--- config.mk ---
export PLATFORM = sky130hd
export DESIGN_NAME = l1_i_nway_controller
export DESIGN_NICKNAME = d
export VERILOG_FILES = /design/src/rtl/l1_i_pkg.sv /design/src/rtl/l1_i_plru_tree.sv /design/src/rtl/l1_i_nway_controller.sv
export SDC_FILE = /design/constraint.sdc
export NUM_CORES = 1
export LEC_CHECK = 0
export CAP_MARGIN = 20
export CELL_PAD_IN_SITES_DETAIL_PLACEMENT = 0
export CELL_PAD_IN_SITES_GLOBAL_PLACEMENT = 1
export CORE_MARGIN = 2
export CORE_UTILIZATION = 30
export CTS_CLUSTER_DIAMETER = 50
export CTS_CLUSTER_SIZE = 14
export DETAILED_ROUTE_END_ITERATION = 8
export GPL_TIMING_DRIVEN = 0
export PLACE_DENSITY_LB_ADDON = 0.1
export REMOVE_ABC_BUFFERS = 1
export SETUP_SLACK_MARGIN = 0.02
export SLEW_MARGIN = 15
export SYNTH_ARGS = -nofsm -noshare
export SYNTH_HDL_FRONTEND = slang
export SYNTH_SLANG_ARGS = --single-unit
--- constraint.sdc ---
create_clock -name clk -period 3.7 [get_ports clk]
set_input_delay 0.555 -clock clk [delete_from_list [all_inputs] [get_ports clk]]
set_output_delay 0.555 -clock clk [all_outputs]
set_load 0.1 [all_outputs]
--- src/rtl/l1_i_pkg.sv ---
// Shared types and constants for the N-way L1 instruction-cache controller.
package l1_i_pkg;

  typedef enum logic [1:0] {
    IDLE   = 2'd0,
    MISS   = 2'd1,
    REFILL = 2'd2,
    FLUSH  = 2'd3
  } state_t;

  localparam int BLK_W    = 26;
  localparam int LINE_OFF = 6;

endpackage

--- src/rtl/l1_i_plru_tree.sv ---
// Combinational tree pseudo-LRU: applies an access to one set's tree bits and
// reports the victim way found by following the node pointers (0 = left).
module l1_i_plru_tree
  import l1_i_pkg::*;
#(
  parameter int WAYS = 4
) (
  input  logic [WAYS-2:0]         i_tree,
  input  logic [$clog2(WAYS)-1:0] i_way,
  output logic [WAYS-2:0]         o_tree,
  output logic [$clog2(WAYS)-1:0] o_victim
);

  localparam int WNUM = $clog2(WAYS);
  localparam int TW   = (WAYS > 2) ? $clog2(WAYS - 1) : 1;

  int              w_node_upd;
  int              w_node_vic;
  logic [WNUM-1:0] w_path;

  // Heap layout: node n has children 2n+1 (left) and 2n+2 (right).
  always_comb begin
    o_tree     = i_tree;
    o_victim   = '0;
    w_path     = i_way;
    w_node_upd = 0;
    w_node_vic = 0;
    for (int l = 0; l < WNUM; l++) begin
      o_tree[TW'(w_node_upd)] = ~w_path[WNUM-1];
      w_node_upd = 2 * w_node_upd + 1 + int'(w_path[WNUM-1]);
      w_path     = w_path << 1;
    end
    for (int l = 0; l < WNUM; l++) begin
      o_victim   = (o_victim << 1) | WNUM'(i_tree[TW'(w_node_vic)]);
      w_node_vic = 2 * w_node_vic + 1 + int'(i_tree[TW'(w_node_vic)]);
    end
  end

endmodule

--- src/rtl/l1_i_nway_controller.sv ---
// N-way set-associative L1 I-cache tag/valid controller with tree PLRU and
// sequential flush. Optional hit/miss counters under L1_I_PERF_CNT_EN.
module l1_i_nway_controller
  import l1_i_pkg::*;
#(
  parameter int WAYS   = 4,
  parameter int TNUM   = 21,
  parameter int INUM   = BLK_W - TNUM,
  parameter int TNUM_2 = 18,
  parameter int INUM_2 = BLK_W - TNUM_2,
  parameter int WNUM   = $clog2(WAYS)
) (
  input  logic              clk,
  input  logic              nrst,
  input  logic [TNUM-1:0]   tag_C_L1,
  input  logic [INUM-1:0]   index_C_L1,
  input  logic              read_C_L1,
  input  logic              flush,
  input  logic              ready_L2_L1,
  output logic              stall,
  output logic              refill,
  output logic [WNUM-1:0]   way,
  output logic              read_L1_L2,
  output logic [INUM_2-1:0] index_L1_L2,
  output logic [TNUM_2-1:0] tag_L1_L2,
  output logic [1:0]        o_dbg_state
`ifdef L1_I_PERF_CNT_EN
  ,
  output logic [31:0]       hit_cnt,
  output logic [31:0]       miss_cnt
`endif
);

  localparam int SETS = 2 ** INUM;

  logic [TNUM-1:0] r_tag   [SETS][WAYS];
  logic [WAYS-1:0] r_valid [SETS];
  logic [WAYS-2:0] r_plru  [SETS];

  state_t          r_state, w_next;
  logic [TNUM-1:0] r_tag_l;
  logic [INUM-1:0] r_index_l, r_cnt;
  logic [WNUM-1:0] r_victim;
  logic            r_read, r_refill, r_pend;

  logic            w_match, w_hit, w_any_inv;
  logic [WNUM-1:0] w_hit_way, w_inv_way, w_plru_victim, w_victim, w_acc_way;
  logic [INUM-1:0] w_sel_idx;
  logic [WAYS-2:0] w_tree_upd;
  logic [BLK_W-1:0] w_blk;

  // Lowest-numbered match and lowest-numbered invalid way win.
  always_comb begin
    w_match   = 1'b0;
    w_hit_way = '0;
    w_any_inv = 1'b0;
    w_inv_way = '0;
    for (int w = WAYS - 1; w >= 0; w--) begin
      if (r_valid[index_C_L1][WNUM'(w)] && r_tag[index_C_L1][WNUM'(w)] == tag_C_L1) begin
        w_match   = 1'b1;
        w_hit_way = WNUM'(w);
      end
      if (!r_valid[index_C_L1][WNUM'(w)]) begin
        w_any_inv = 1'b1;
        w_inv_way = WNUM'(w);
      end
    end
  end

  assign w_hit     = read_C_L1 && w_match;
  assign w_victim  = w_any_inv ? w_inv_way : w_plru_victim;
  assign w_sel_idx = (r_state == REFILL) ? r_index_l : index_C_L1;
  assign w_acc_way = (r_state == REFILL) ? r_victim : w_hit_way;

  l1_i_plru_tree #(.WAYS(WAYS)) u_plru (
    .i_tree   (r_plru[w_sel_idx]),
    .i_way    (w_acc_way),
    .o_tree   (w_tree_upd),
    .o_victim (w_plru_victim)
  );

  always_comb begin
    w_next = r_state;
    stall  = 1'b0;
    way    = '0;
    case (r_state)
      IDLE: begin
        if (read_C_L1) begin
          if (w_match) way = w_hit_way;
          else stall = 1'b1;
        end
        if (flush) w_next = FLUSH;
        else if (read_C_L1 && !w_match) w_next = MISS;
      end
      MISS: begin
        stall = 1'b1;
        if (ready_L2_L1) w_next = REFILL;
      end
      REFILL: begin
        stall  = 1'b1;
        way    = r_victim;
        w_next = (r_pend || flush) ? FLUSH : IDLE;
      end
      FLUSH: begin
        stall = 1'b1;
        if (r_cnt == INUM'(SETS - 1)) w_next = IDLE;
      end
      default: w_next = IDLE;
    endcase
    if (!nrst) begin
      stall = 1'b0;
      way   = '0;
    end
  end

  always_ff @(posedge clk) begin
    if (!nrst) begin
      r_state   <= IDLE;
      r_tag_l   <= '0;
      r_index_l <= '0;
      r_cnt     <= '0;
      r_victim  <= '0;
      r_read    <= 1'b0;
      r_refill  <= 1'b0;
      r_pend    <= 1'b0;
      for (int s = 0; s < SETS; s++) begin
        r_valid[INUM'(s)] <= '0;
        r_plru[INUM'(s)]  <= '0;
      end
    end else begin
      r_state  <= w_next;
      r_refill <= (r_state == MISS) && ready_L2_L1;
      case (r_state)
        IDLE: begin
          if (!flush && read_C_L1) begin
            if (w_match) begin
              r_plru[index_C_L1] <= w_tree_upd;
            end else begin
              r_tag_l   <= tag_C_L1;
              r_index_l <= index_C_L1;
              r_victim  <= w_victim;
              r_read    <= 1'b1;
            end
          end
        end
        MISS: if (flush) r_pend <= 1'b1;
        REFILL: begin
          r_valid[r_index_l][r_victim] <= 1'b1;
          r_plru[r_index_l]            <= w_tree_upd;
          r_read                       <= 1'b0;
        end
        FLUSH: begin
          r_valid[r_cnt] <= '0;
          r_plru[r_cnt]  <= '0;
          r_pend         <= 1'b0;
          r_cnt          <= r_cnt + 1'b1;
        end
        default: ;
      endcase
    end
  end

  // Tag storage needs no reset: valid bits gate every lookup.
  always_ff @(posedge clk) begin
    if (nrst && r_state == REFILL) r_tag[r_index_l][r_victim] <= r_tag_l;
  end

  assign w_blk       = {r_tag_l, r_index_l};
  assign tag_L1_L2   = w_blk[BLK_W-1 -: TNUM_2];
  assign index_L1_L2 = w_blk[INUM_2-1:0];
  assign read_L1_L2  = r_read;
  assign refill      = r_refill;
  assign o_dbg_state = r_state;

`ifdef L1_I_PERF_CNT_EN
  always_ff @(posedge clk) begin
    if (!nrst) begin
      hit_cnt  <= '0;
      miss_cnt <= '0;
    end else begin
      if (r_state == IDLE && w_hit && hit_cnt != 32'hFFFF_FFFF) hit_cnt <= hit_cnt + 1'b1;
      if (r_state == IDLE && w_next == MISS && miss_cnt != 32'hFFFF_FFFF)
        miss_cnt <= miss_cnt + 1'b1;
    end
  end
`endif

endmodule

==> out/results.ini, run 1 <==
[die]
die_w_um = 439.2
rows = 159
die_y_um = 439.2
initial_core_util_pct = 30.22
core_area_um2 = 188000
dieArea_um2 = 192900
ios = 64

[clock_network]
cts-root-buf = clkbuf_16
clock_sinks = 1445
clock_latency_ns = 0.79
h-tree-depth = 4
cts_buffers = 159
cts_tree = done
clk_path_buf_depth = 3
clk_pin_slew_worst_paths_ns = 0.06

[timing]
timing.final.crit_share_pct = 122.4
rsz0062_at_grt = true
worst_slack_ns = -0.8297
fmaxAchievable_mhz = 220.8
fin_worst_skew_ns = 0.02601
worst_pin_slew_ns = 1.135
finalHoldWorstSlack_ns = 0.1647
period_needed_ns = 4.530
tns_ns = -1.648
hold_viol = 0
setup_viol = 2
drv_slew = 0
max-slew-margin-rel_pct = 24.12

[global_route]
grt_pass1_wl_mm = 242.7
grt_overflow = 0
track_usage_pct = 18.30
antenna_found_initial = 6
grt_start_max_net_pins = 87
grt_pass1_vias = 29730

[critical_path]
cp-start-kind = primary input
crit_arrival_ns = 3.97
end_kind = primary output
critical_path.startpoint = index_C_L1[3]
rrSetupSlack_ns = 0.18
reg2reg_to = r_tag_l[5]
r2r-start = r_tag[21][47]
cp-endpoint = way[0]
crit_fanout = 19
criticalPathCategory = primary input to primary output
reg2regPathDepth = 14
worstPathRequired_ns = 3.14

[placed_design]
dpl_worst_slack_ns = -3.479
dp_hpwl_mm = 109.4
dp_cells = 5387
port_buffers = 62
place_area_um2 = 62760
gp_congestion = 0.7409

[logic_synthesis]
synth_top_family_by_area = multiplexers
synth_top_cell_by_area = edfxtp_1
ys_seq_elements = 1445
synth_adder_area_share_pct = 0.04405
synthArstFlopShare_pct = 0
yosysUniqueCellTypes = 54
synth_edf_count = 1408
yosys_warnings = 0
netlist_area_um2 = 56810
muxShareOfSynthArea_pct = 15.10
yosysSeqAreaShare_pct = 75.73
synth_compound_area_share_pct = 3.572
postSynthCellCount = 2902
synth_top_area_share_pct = 74.42
synth_xor_area_share_pct = 0.6321
synthTopCellsByArea = edfxtp_1, mux4_2, mux2i_1, dfxtp_1, a22oi_1
ys.flop_type = edfxtp_1
syn_area_per_cell_um2 = 19.58
synth-simple-area-share_pct = 3.125

[pwr]
total_power_mw = 36.66
power_leakage_nw = 23.99
p_per_area_nw_per_um2 = 524.1
peakVddDrop_v = 0.0002948

[detailed_routing]
routed_wirelength_mm = 178.9
viasPerCell = 5.040
drc = 0
dr.pass1.iters = 5
wl_per_cell_um = 31.15
ant_nets = 0
vias = 28940
drt_iter0_markers = 2436

[final_layout]
num-nets-final = 3150
mostFrequentLayoutCells = edfxtp_1, mux4_2, mux2i_1
drive_gt1_share_pct = 27.67
final_core_util_pct = 37.20
final_area_um2 = 69940
syn2layout_area_growth_pct = 23.11
final_common_cell = edfxtp_1
stdcell_count = 5742

[run_status]
violations = setup timing
status = finished, violations left

[worst_hold_path]
hp-class = primary input to register

[job]
cap_violations = 0

[worst min-delay path by stage]
stage	start	end	slack, ns	cells past startpoint
detailed placement	read_L1_L2	read_L1_L2	0.50	2
finish	index_C_L1[4]	r_index_l[4]	0.16	3
global placement	read_L1_L2	read_L1_L2	0.51	2
floorplan	r_cnt[4]	r_cnt[4]	0.49	2
global route	index_C_L1[4]	r_index_l[4]	0.15	3
CTS	index_C_L1[4]	r_index_l[4]	0.11	3
[repair_timing]
| item | 4_1_cts | 5_1_grt |
|---|---|---|
| setup buffers | 27 | 13 |
| pin swaps | 13 | 16 |
| cloned | 19 | 4 |
| hold buffers | 0 | 0 |
| setup endpoints to repair | 34 | 28 |
| hold endpoints to repair | 0 | 0 |
| gates resized for setup | 102 | 27 |
[report_power, final]
| part | total (mW) | leakage [nW] | switching, mW | internal, mW |
|---|---|---|---|---|
| Combinational | 2.14 | 6.59 | 1.31 | 0.832 |
| Sequential | 18.2 | 14.8 | 0.205 | 18.0 |
| Clock | 16.4 | 2.60 | 6.77 | 9.59 |
[final cells by class]
cell class,instances,area [um^2]
Clock buffer,182,4235
Antenna cell,5,12.51
Fill cell,17100,118100
Multi-Input combinational cell,1279,13960
Timing Repair Buffer,230,4342
Inverter,2,8.758
Sequential cell,1445,43100
Clock inverter,104,1166
Tap cell,2495,3122
[flip-flops by register name, indices dropped and copies added, names as in the netlist]
signal / count
r_pend: 1
r_index_l: 5
r_tag_l: 21
r_victim: 1
r_tag: 1344
o_dbg_state: 2
r_cnt: 5
refill: 1
read_L1_L2: 1
r_valid: 64
[per-layer routing]
| metal | share of wire (%) | global-route usage (%) | wire (um) | vias to the layer above |
|---|---|---|---|---|
| met1 | 42 | 23.50 | 75590 | 15670 |
| li1 | - | - | - | 12360 |
| met3 | 3.8 | 2.710 | 6710 | 221 |
| met2 | 51 | 32.15 | 92040 | 691 |
| met4 | 2.5 | 4.938 | 4537 | 0 |
| met5 | 0 | 0 | 0 | - |
[Yosys cell counts (15+ instances only)]
cell / n
xor2_1: 15
xnor2_1: 26
a21oi_1: 46
clkbuf_1: 62
buf_4: 39
nand2_1: 128
mux4_2: 262
a22oi_1: 88
mux2_2: 19
buf_6: 20
o22ai_1: 71
nor4_1: 23
nor2_1: 143
buf_2: 44
o21ai_0: 72
nor2b_1: 17
dfxtp_1: 37
edfxtp_1: 1408
mux2i_1: 246
nand3_1: 21
[cells by family (layout without fill, tap and decap cells)]
group | count (synthesis) | in the layout
and+or+nand+nor | 391 | 391
muxes | 527 | 527
buffers and inverters | 178 | 518
adders and majority gates | 2 | 2
xor gates and xnor gates | 41 | 41
other | 1 | 6
DFF | 1445 | 1445
AOI/OAI and AO/OA | 317 | 317
[critical path, cell delays in order]
cell,delay [ns]
buf_4,0.31
buf_16,0.23
nor2b_2,0.83
a32oi_2,0.32
o221ai_2,0.29
xor2_1,0.18
nand4_1,0.16
nor4_4,0.29
buf_12,0.16
nand4_1,0.09
o21bai_1,0.20
buf_6,0.25
(Power assumes the default switching activity.)
==> run 2: changes to the inputs <==
HOLD_SLACK_MARGIN = 0.03   (was unset)
==> results of run 2 <==
No change in the layout: final DEF, timing and power equal those of run 1.
